File: src/rtl/md_pos_pkg.sv
`default_nettype none
// ---------------------------------------------------------------------------
// md_pos_pkg : position-word layout and cell reader FSM encoding
// Rev 1.0
// ---------------------------------------------------------------------------
package md_pos_pkg;

  localparam int POS_FIELD_W   = 32;
  localparam int DATA_WIDTH    = 3 * POS_FIELD_W;
  localparam int POSX_LSB      = 0;
  localparam int POSY_LSB      = 32;
  localparam int POSZ_LSB      = 64;
  localparam int CELL_CNT_ADDR = 0;

  typedef enum logic [2:0] {
    ST_IDLE     = 3'd0,
    ST_CNT_REQ  = 3'd1,
    ST_CNT_WAIT = 3'd2,
    ST_STREAM   = 3'd3,
    ST_DRAIN    = 3'd4,
    ST_FIN      = 3'd5
  } cell_rd_state_e;

endpackage
`default_nettype wire

File: src/rtl/cell_rd_fifo.sv
`default_nettype none
// ---------------------------------------------------------------------------
// cell_rd_fifo : synchronous fall-through FIFO with occupancy output
// Rev 1.0
// ---------------------------------------------------------------------------
module cell_rd_fifo #(
  parameter int WIDTH = 105,
  parameter int DEPTH = 4,
  localparam int OCC_W = $clog2(DEPTH + 1),
  localparam int PTR_W = (DEPTH > 1) ? $clog2(DEPTH) : 1
) (
  input  logic             clk,
  input  logic             rst,
  input  logic             push,
  input  logic [WIDTH-1:0] push_data,
  input  logic             pop,
  output logic             full,
  output logic             empty,
  output logic [OCC_W-1:0] occupancy,
  output logic [WIDTH-1:0] head
);

  logic [WIDTH-1:0] r_mem [DEPTH];
  logic [PTR_W-1:0] r_wr_ptr;
  logic [PTR_W-1:0] r_rd_ptr;
  logic [OCC_W-1:0] r_occ;
  logic             w_pop;

  function automatic logic [PTR_W-1:0] ptr_next(input logic [PTR_W-1:0] p);
    return (p == PTR_W'(DEPTH - 1)) ? '0 : p + PTR_W'(1);
  endfunction

  assign full      = (r_occ == OCC_W'(DEPTH));
  assign empty     = (r_occ == '0);
  assign occupancy = r_occ;
  assign head      = r_mem[r_rd_ptr];
  assign w_pop     = pop & ~empty;

  always_ff @(posedge clk) begin
    if (push) r_mem[r_wr_ptr] <= push_data;
  end

  always_ff @(posedge clk) begin
    if (rst) begin
      r_wr_ptr <= '0;
      r_rd_ptr <= '0;
      r_occ    <= '0;
    end else begin
      if (push)  r_wr_ptr <= ptr_next(r_wr_ptr);
      if (w_pop) r_rd_ptr <= ptr_next(r_rd_ptr);
      case ({push, w_pop})
        2'b10:   r_occ <= r_occ + OCC_W'(1);
        2'b01:   r_occ <= r_occ - OCC_W'(1);
        default: r_occ <= r_occ;
      endcase
    end
  end

endmodule
`default_nettype wire

File: src/rtl/cell_pos_reader.sv
`default_nettype none
// ---------------------------------------------------------------------------
// cell_pos_reader : reads a cell's count word, then streams its positions
// Rev 1.0
// ---------------------------------------------------------------------------
module cell_pos_reader
  import md_pos_pkg::*;
#(
  parameter int DATA_WIDTH   = 3 * POS_FIELD_W,
  parameter int ADDR_WIDTH   = 8,
  parameter int PARTICLE_NUM = 220,
  parameter int RD_LATENCY   = 2,
  parameter int FIFO_DEPTH   = 4
) (
  input  logic                  clk,
  input  logic                  rst,
  input  logic                  start,
  output logic                  busy,
  output logic                  done,
  output logic                  count_err,
  output logic [ADDR_WIDTH-1:0] particle_count,
  output logic [ADDR_WIDTH-1:0] mem_address,
  output logic                  mem_rden,
  output logic                  mem_wren,
  input  logic [DATA_WIDTH-1:0] mem_q,
  output logic                  out_valid,
  input  logic                  out_ready,
  output logic [DATA_WIDTH-1:0] out_data,
  output logic [ADDR_WIDTH-1:0] out_index,
  output logic                  out_last
);

  localparam int OCC_W  = $clog2(FIFO_DEPTH + 1);
  localparam int ENT_W  = DATA_WIDTH + ADDR_WIDTH + 1;
  localparam int WAIT_W = $clog2(RD_LATENCY + 1);
  localparam logic [ADDR_WIDTH-1:0] MAX_CNT = ADDR_WIDTH'(PARTICLE_NUM - 1);

  cell_rd_state_e        r_state;
  logic [WAIT_W-1:0]     r_wait;
  logic [ADDR_WIDTH-1:0] r_count;
  logic [ADDR_WIDTH-1:0] r_rd_ptr;
  logic [ADDR_WIDTH-1:0] r_addr;
  logic                  r_count_err;
  logic [RD_LATENCY-1:0] r_sr_vld;
  logic [ADDR_WIDTH-1:0] r_sr_idx [RD_LATENCY];

  logic [OCC_W-1:0]      w_inflight;
  logic [OCC_W-1:0]      w_occ;
  logic                  w_full;
  logic                  w_empty;
  logic [ENT_W-1:0]      w_head;
  logic                  w_issue;
  logic                  w_push;
  logic                  w_pop;
  logic [ADDR_WIDTH-1:0] w_ret_idx;
  logic [ADDR_WIDTH-1:0] w_cnt_raw;
  logic [ADDR_WIDTH-1:0] w_cnt_clamped;

  always_comb begin
    w_inflight = '0;
    for (int i = 0; i < RD_LATENCY; i++) w_inflight = w_inflight + OCC_W'(r_sr_vld[i]);
  end

  // A read may only launch if a FIFO slot is guaranteed for it on return.
  assign w_issue = (r_state == ST_STREAM) &&
                   (((OCC_W+1)'(w_inflight) + (OCC_W+1)'(w_occ)) < (OCC_W+1)'(FIFO_DEPTH));

  assign w_ret_idx     = r_sr_idx[RD_LATENCY-1];
  assign w_push        = r_sr_vld[RD_LATENCY-1] & ~w_full;
  assign w_pop         = out_valid & out_ready;
  assign w_cnt_raw     = mem_q[ADDR_WIDTH-1:0];
  assign w_cnt_clamped = (w_cnt_raw > MAX_CNT) ? MAX_CNT : w_cnt_raw;

  always_ff @(posedge clk) begin
    if (rst) begin
      r_state     <= ST_IDLE;
      r_wait      <= '0;
      r_count     <= '0;
      r_rd_ptr    <= '0;
      r_addr      <= '0;
      r_count_err <= 1'b0;
    end else begin
      case (r_state)
        ST_IDLE: begin
          if (start) begin
            r_state     <= ST_CNT_REQ;
            r_count_err <= 1'b0;
          end
        end
        ST_CNT_REQ: begin
          r_addr  <= ADDR_WIDTH'(CELL_CNT_ADDR);
          r_wait  <= '0;
          r_state <= ST_CNT_WAIT;
        end
        ST_CNT_WAIT: begin
          if (r_wait == WAIT_W'(RD_LATENCY - 1)) begin
            r_count     <= w_cnt_clamped;
            r_count_err <= (w_cnt_raw > MAX_CNT);
            r_rd_ptr    <= ADDR_WIDTH'(1);
            r_state     <= (w_cnt_clamped == '0) ? ST_FIN : ST_STREAM;
          end else begin
            r_wait <= r_wait + WAIT_W'(1);
          end
        end
        ST_STREAM: begin
          if (w_issue) begin
            r_addr   <= r_rd_ptr;
            r_rd_ptr <= r_rd_ptr + ADDR_WIDTH'(1);
            if (r_rd_ptr == r_count) r_state <= ST_DRAIN;
          end
        end
        ST_DRAIN: begin
          if (w_pop && out_last) r_state <= ST_FIN;
        end
        ST_FIN:  r_state <= ST_IDLE;
        default: r_state <= ST_IDLE;
      endcase
    end
  end

  always_ff @(posedge clk) begin
    if (rst) begin
      r_sr_vld <= '0;
      for (int i = 0; i < RD_LATENCY; i++) r_sr_idx[i] <= '0;
    end else begin
      for (int i = RD_LATENCY - 1; i > 0; i--) begin
        r_sr_vld[i] <= r_sr_vld[i-1];
        r_sr_idx[i] <= r_sr_idx[i-1];
      end
      r_sr_vld[0] <= w_issue;
      r_sr_idx[0] <= r_rd_ptr;
    end
  end

  cell_rd_fifo #(
    .WIDTH (ENT_W),
    .DEPTH (FIFO_DEPTH)
  ) u_fifo (
    .clk       (clk),
    .rst       (rst),
    .push      (w_push),
    .push_data ({(w_ret_idx == r_count), w_ret_idx, mem_q}),
    .pop       (w_pop),
    .full      (w_full),
    .empty     (w_empty),
    .occupancy (w_occ),
    .head      (w_head)
  );

  assign busy           = (r_state != ST_IDLE) && (r_state != ST_FIN);
  assign done           = (r_state == ST_FIN);
  assign count_err      = r_count_err;
  assign particle_count = r_count;
  assign mem_wren       = 1'b0;
  assign mem_rden       = (r_state == ST_CNT_REQ) | w_issue;
  assign mem_address    = (r_state == ST_CNT_REQ) ? ADDR_WIDTH'(CELL_CNT_ADDR) :
                          w_issue                 ? r_rd_ptr : r_addr;

  // Head is masked while empty so the stream reads as zero out of reset.
  assign out_valid = ~w_empty;
  assign out_data  = w_empty ? '0 : w_head[DATA_WIDTH-1:0];
  assign out_index = w_empty ? '0 : w_head[DATA_WIDTH +: ADDR_WIDTH];
  assign out_last  = ~w_empty & w_head[ENT_W-1];

endmodule
`default_nettype wire

File: config.mk
export PLATFORM = sky130hd
export DESIGN_NAME = cell_pos_reader
export DESIGN_NICKNAME = d
export VERILOG_FILES = /design/src/rtl/md_pos_pkg.sv /design/src/rtl/cell_rd_fifo.sv /design/src/rtl/cell_pos_reader.sv
export SDC_FILE = /design/constraint.sdc
export NUM_CORES = 1
export LEC_CHECK = 0
export ABC_AREA = 1
export CORE_MARGIN = 4
export CORE_UTILIZATION = 45
export CTS_BUF_LIST = sky130_fd_sc_hd__clkbuf_16
export DETAILED_ROUTE_END_ITERATION = 16
export DONT_BUFFER_PORTS = 1
export PLACE_DENSITY = 0.64
export SLEW_MARGIN = 15
export SYNTH_ARGS = -nofsm -noshare
export SYNTH_HDL_FRONTEND = slang
export SYNTH_SLANG_ARGS = --single-unit
File: constraint.sdc
create_clock -name clk -period 5.43 [get_ports clk]
set_clock_uncertainty 0.2 [all_clocks]
set_input_delay 0.2715 -clock clk [delete_from_list [all_inputs] [get_ports clk]]
set_output_delay 0.2715 -clock clk [all_outputs]
set_load 0.02 [all_outputs]
=== Yosys cells after proc, flatten, opt, wreduce, memory -nomap -nowiden ===
Memory sizes are Yosys's and may differ from the RTL's. A register that Yosys moved wholly into a read port is not among the register bits.
Index checks and enable logic that the tools add are counted.

* Bitwise gates (word level): 9
* Eq/ne operators: 20
* Reduce and logical (&&, ||, !) cells: 17
* $lt $le $gt $ge: 2
* Mux-type cells: 33
* Add/subtract/negate cells: 8

{| class="wikitable"
|+ Operators with widths
! kind !! count
|-
| $mux W96 || 1
|-
| $mux W8 || 8
|-
| $pmux W8 S2 || 2
|-
| $mux W3 || 6
|-
| $eq A8 B8 Y1 || 2
|-
| $pmux W3 S5 || 1
|-
| $mux W2 || 5
|-
| $ne A2 B2 Y1 const B || 5
|-
| $reduce_bool A2 Y1 || 5
|-
| $eq A3 B3 Y1 const B || 3
|-
| $add A8 B1 Y8 const B || 1
|-
| $gt A8 B8 Y1 const B || 1
|-
| $logic_not A8 Y1 || 1
|-
| $mux W1 || 7
|-
| $add A2 B1 Y2 const B || 3
|-
| $eq A2 B2 Y1 const B || 3
|-
| $eq A3 B2 Y1 const B || 2
|-
| $logic_not A3 Y1 || 2
|-
| $pmux W3 S2 || 1
|-
| $reduce_and A3 Y1 || 2
|-
| $reduce_and A5 Y1 || 1
|-
| $add A2 B3 Y4 || 1
|-
| $and A1 B1 Y1 || 4
|-
| $eq A2 B1 Y1 const B || 2
|-
| other kinds (14) || 20
|}

* Bits in writable memories: 436
* Bits in registers: 39
* Input port bits: 100
* Memories kept: 2
* Word-level logic and storage cells: 101
* Output and inout port bits: 127

{| class="wikitable"
|+ Memory list
! memory !! depth !! width !! read ports !! clocked after memory_dff !! wr ports !! RTL line !! text
|-
| u_fifo.r_mem || 4 || 105 || 1 || 1 || 1 || cell_rd_fifo.sv:23 || <nowiki>logic [WIDTH-1:0] r_mem [DEPTH];</nowiki>
|-
| r_sr_idx || 2 || 8 || 2 || 0 || 2 || cell_pos_reader.sv:45 || <nowiki>logic [ADDR_WIDTH-1:0] r_sr_idx [RD_LATENCY];</nowiki>
|}

=== Logic depth before layout (Yosys ltp) ===
* Word-level depth: 6
* Gate-level depth with buffers: 11
* Mapped depth without buffers: 11

=== By module ===
Synthesis repeated with hierarchy kept, for this count alone.

* Cells, all modules: 1635
* Area, all modules: 19257.2 µm²

{| class="wikitable"
|+ Modules (own cells, without submodules)
! module !! area an instance (µm²) !! times used !! cells each !! seq. area each (µm²)
|-
| cell_rd_fifo || 16110.5 || 1 || 1081 || 12792.3
|-
| cell_pos_reader || 3146.8 || 1 || 554 || 960.9
|}

=== Worst setup path before layout ===
OpenSTA, ideal clock, no wires.

* Path kind: reg2reg
* From: register u_fifo.r_occ[2] (netlist: u_fifo.occupancy[2])
* To: memory u_fifo.r_mem[0][0] (enable)
* Data arrival time: 4.980 ns
* Path buffers: 0
* Cell stages (with the launch flop): 4
* Data required time: 4.660 ns
* Period minus slack after synthesis: 5.749 ns
* Slack: -0.319 ns
* Path through: dfxtp_1 > inv_1 > o31ai_4 > nor2_1

* Word-level cells in the longest chain between the ends: 5

{| class="wikitable"
|+ Ends and longest elaborated chain
! element !! RTL line !! text
|-
| start: declaration || cell_rd_fifo.sv:26 || <nowiki>logic [OCC_W-1:0] r_occ;</nowiki>
|-
| start signal: assignment || cell_rd_fifo.sv:52 || <nowiki>2'b10: r_occ <= r_occ + OCC_W'(1);</nowiki>
|-
| start signal: assignment || cell_rd_fifo.sv:53 || <nowiki>2'b01: r_occ <= r_occ - OCC_W'(1);</nowiki>
|-
| start signal: assignment || cell_rd_fifo.sv:54 || <nowiki>default: r_occ <= r_occ;</nowiki>
|-
| $eq A3 B3 Y1 || cell_rd_fifo.sv:33 || <nowiki>assign full = (r_occ == OCC_W'(DEPTH));</nowiki>
|-
| $not A1 Y1 || cell_pos_reader.sv:69 || <nowiki>assign w_push = r_sr_vld[RD_LATENCY-1] & ~w_full;</nowiki>
|-
| $and A1 B1 Y1 || cell_pos_reader.sv:69 ||
|-
| $mux W1 || cell_rd_fifo.sv:40 || <nowiki>if (push) r_mem[r_wr_ptr] <= push_data;</nowiki>
|-
| $mux W1 (not written as such) || cell_rd_fifo.sv:40 ||
|-
| end: declaration || cell_rd_fifo.sv:23 ||
|}

Every way passes these cells.

==> results.py <==
metrics = {
    "drt": {
        "routed_via_density": 5.32,
        "antenna_left": 0,
        "remaining_drc_errors": 0,
        "first_pass_iters": 5,
        "vias": 12000,
        "drtIter0Drc": 1014,
        "wl_per_cell_um": 19.1,
        "wl_um": 42900,
    },
    "layout": {
        "drive_gt1_share_pct": 7.70,
        "stdcell_count": 2250,
        "layout_common_cells": "461 x nor2_1, 420 x edfxtp_1, 160 x o21ai_0",
        "fillers": 3441,
        "area_delta_synth_final_pct": 15.8,
        "seq_area_um2": 13800,
        "nNetsFinal": 1788,
        "multi_input_area_um2": 4570,
        "layout_commonest_cell": "nor2_1",
    },
    "timing": {
        "holdWs_ns": 0.0546,
        "finalHoldViolations": 0,
        "max_freq_mhz": 291,
        "setup_violations": 0,
        "min_period_ns": 3.43,
        "period_share_pct": 63.2,
        "slew_headroom_pct": 20.7,
        "rsz0062_at_grt": "false",
        "tns_ns": 0,
        "slew_viol_final": 0,
        "tightestPinTransition_ns": 1.19,
    },
    "power_and_ir_drop": {
        "switchingPower_mw": 2.00,
        "combPwrFrac_pct": 10.7,
        "swShare_pct": 25.0,
        "clkPwrFrac_pct": 38.1,
        "power_frac_seq_pct": 51.2,
        "peakVddDrop_mv": 0.308,
        "total_leakage_power_nw": 7.55,
        "pwr_density_cell_nw_per_um2": 366,
        "p_int_mw": 6.02,
    },
    "critical_path": {
        "crit_path_end_kind": "output pin",
        "cp.required_ns": 4.96,
        "critPathArrivalTime_ns": 2.96,
        "crit_fanout": 70,
        "path_class": "flip-flop to output pin",
        "setup.worst_path.start_class": "flip-flop",
    },
    "clock_tree": {
        "cts_max_path_buffers": 3,
        "cts.htree.levels": 2,
        "clock_latency_ns": 0.57,
        "cts_buffers": 49,
        "cts_num_sinks": 477,
        "root_buffer": "clkbuf_16",
        "post-cts-setup-buffer-count": 0,
        "clk_pin_slew_ns": 0.06,
        "cts_tree": "built",
    },
    "logic_synthesis": {
        "synthArstFlopShare_pct": 0,
        "ys_seq_area_share_pct": 72.6,
        "synth_edf_count": 420,
        "syn_avg_cell_area_um2": 11.9,
        "postSynthCellCount": 1597,
        "syn_area_um2": 18900,
        "yosys.area.top_type": "edfxtp_1",
        "synth_area_leaders": "edfxtp_1 67%, nor2_1 9.2%, dfxtp_1 6.0%",
        "synthDistinctLibCells": 42,
        "synth_fp_nets": 1707,
        "ys.flop_type": "edfxtp_1",
        "yosys_warnings": 0,
        "synth_top_area_share_pct": 66.6,
        "synth_seq_cells": 477,
    },
    "placement": {
        "hpwlAfterDp_um": 24000,
        "gp_congestion": 0.845,
        "dp.cells": 2055,
        "io_buffers": 0,
    },
    "flow_run": {
        "cap_violations": 0,
    },
    "die": {
        "rows": 74,
        "die_area_um2": 45400,
        "die_w_um": 213,
        "coreArea_um2": 41200,
        "ios": 227,
        "start_util_pct": 46.0,
        "dieHeight_um": 213,
    },
    "global_routing": {
        "grt_max_degree": 211,
        "grt_pass1_vias": 11500,
        "grt_overflow": 0,
        "grt_usage_pct": 18.5,
        "antenna_found_initial": 4,
        "grt_pass1_wl_um": 66100,
    },
    "run_status": {
        "outcome": "finished clean",
    },
    "worst_hold_path": {
        "worstHoldPathType": "input pin to flip-flop",
    },
}
critical path: stages, from the launching register on:
cell and delay (ns):
dfxtp_4 0.69, inv_4 0.32, buf_4 0.47, nor2_1 0.24, o21ai_1 0.09, a21oi_1 0.53
routing by layer:
| metal | global-route usage [%] | routed length (um) | share of wire [%] | vias to the layer above |
|---|---|---|---|---|
| li1 | - | - | - | 5729 |
| met1 | 24.4 | 18000 | 42 | 5762 |
| met2 | 30.0 | 20100 | 47 | 397 |
| met3 | 5.19 | 3490 | 8.1 | 81 |
| met4 | 6.18 | 1200 | 2.8 | 2 |
| met5 | 0 | 13 | 0.030 | - |
registers in the layout, indices dropped and copies added (netlist names), named ones only:
signal and count:
r_wait 2, r_sr_idx 16, r_rd_ptr 8, u_fifo.r_mem 420, particle_count 8, r_addr 8
count_err 1, r_state 3, u_fifo.r_wr_ptr 2, u_fifo.r_rd_ptr 2, u_fifo.occupancy 3, r_sr_vld 2
power by group through the flow:
stage / clock network (mW) / registers (mW) / logic [mW]
after floorplan: 0 / 4.18 / 0.617
after global routing: 3.30 / 4.12 / 0.955
after detailed placement: 0 / 4.19 / 0.750
final: 3.06 / 4.11 / 0.857
after CTS: 3.13 / 4.11 / 0.864
after global placement: 0 / 4.19 / 0.740
cell usage after synthesis, types with 4 or more instances:
cell	n
nor3_1	7
inv_1	56
ha_1	9
xnor2_1	12
o21ai_2	9
edfxtp_1	420
nand3_1	16
o21ai_0	160
a21oi_1	122
o21ai_1	63
buf_4	12
nand2_1	66
buf_1	15
nor3_2	9
inv_2	6
buf_2	26
nor2_1	465
dfxtp_1	57
clkbuf_1	34
nor2_2	4
cells by family after synthesis:
logic type | synth area share [%]
buffers and inverters | 3.47
and+or+nand+nor | 12.5
AOI/OAI and AO/OA | 10.1
DFF | 72.6
other | 0.0198
xor gates and xnor gates | 0.601
adders and majority gates | 0.700
worst paths after layout:
kind,start,end,slack [ns],cells after the start
max,flip-flop,out_data[34],2.00,5
min,start,r_state[2],0.05,8
max reg2reg,flip-flop,r_state[1],2.21,8
min reg2reg,r_sr_idx[0][5],r_sr_idx[0][13],0.20,2
metrics by stage:
| stage | total power, mW | setup WS, ns | util (%) | area, um^2 |
|---|---|---|---|---|
| after detailed placement | 4.94 | 2.48 | 47.1 | 19400 |
| final | 8.02 | 2.00 | 53.2 | 21900 |
| after CTS | 8.10 | 1.85 | 53.2 | 21900 |
| after floorplan | 4.79 | -0.319 | - | 18900 |
| after global routing | 8.37 | 1.77 | 53.2 | 21900 |
| after global placement | 4.93 | 2.50 | 47.1 | 19400 |
layout make-up:
cell class | count | share of cell area (%)
antenna | 4 | 0.0456
multi-input combinational | 968 | 20.8
tap | 532 | 3.03
inverter | 64 | 1.14
timing repair buffer | 118 | 5.50
clock buffer | 50 | 5.70
clock inverter | 37 | 1.01
sequential | 477 | 62.7
timing repair:
item | 4_1_cts | 5_1_grt
gates resized for setup | 0 | 0
hold buffers | 104 | 0
endpoints found under the setup margin | 0 | 0
endpoints found under the hold margin | 436 | 0
Power figures use the tool's default switching activity.
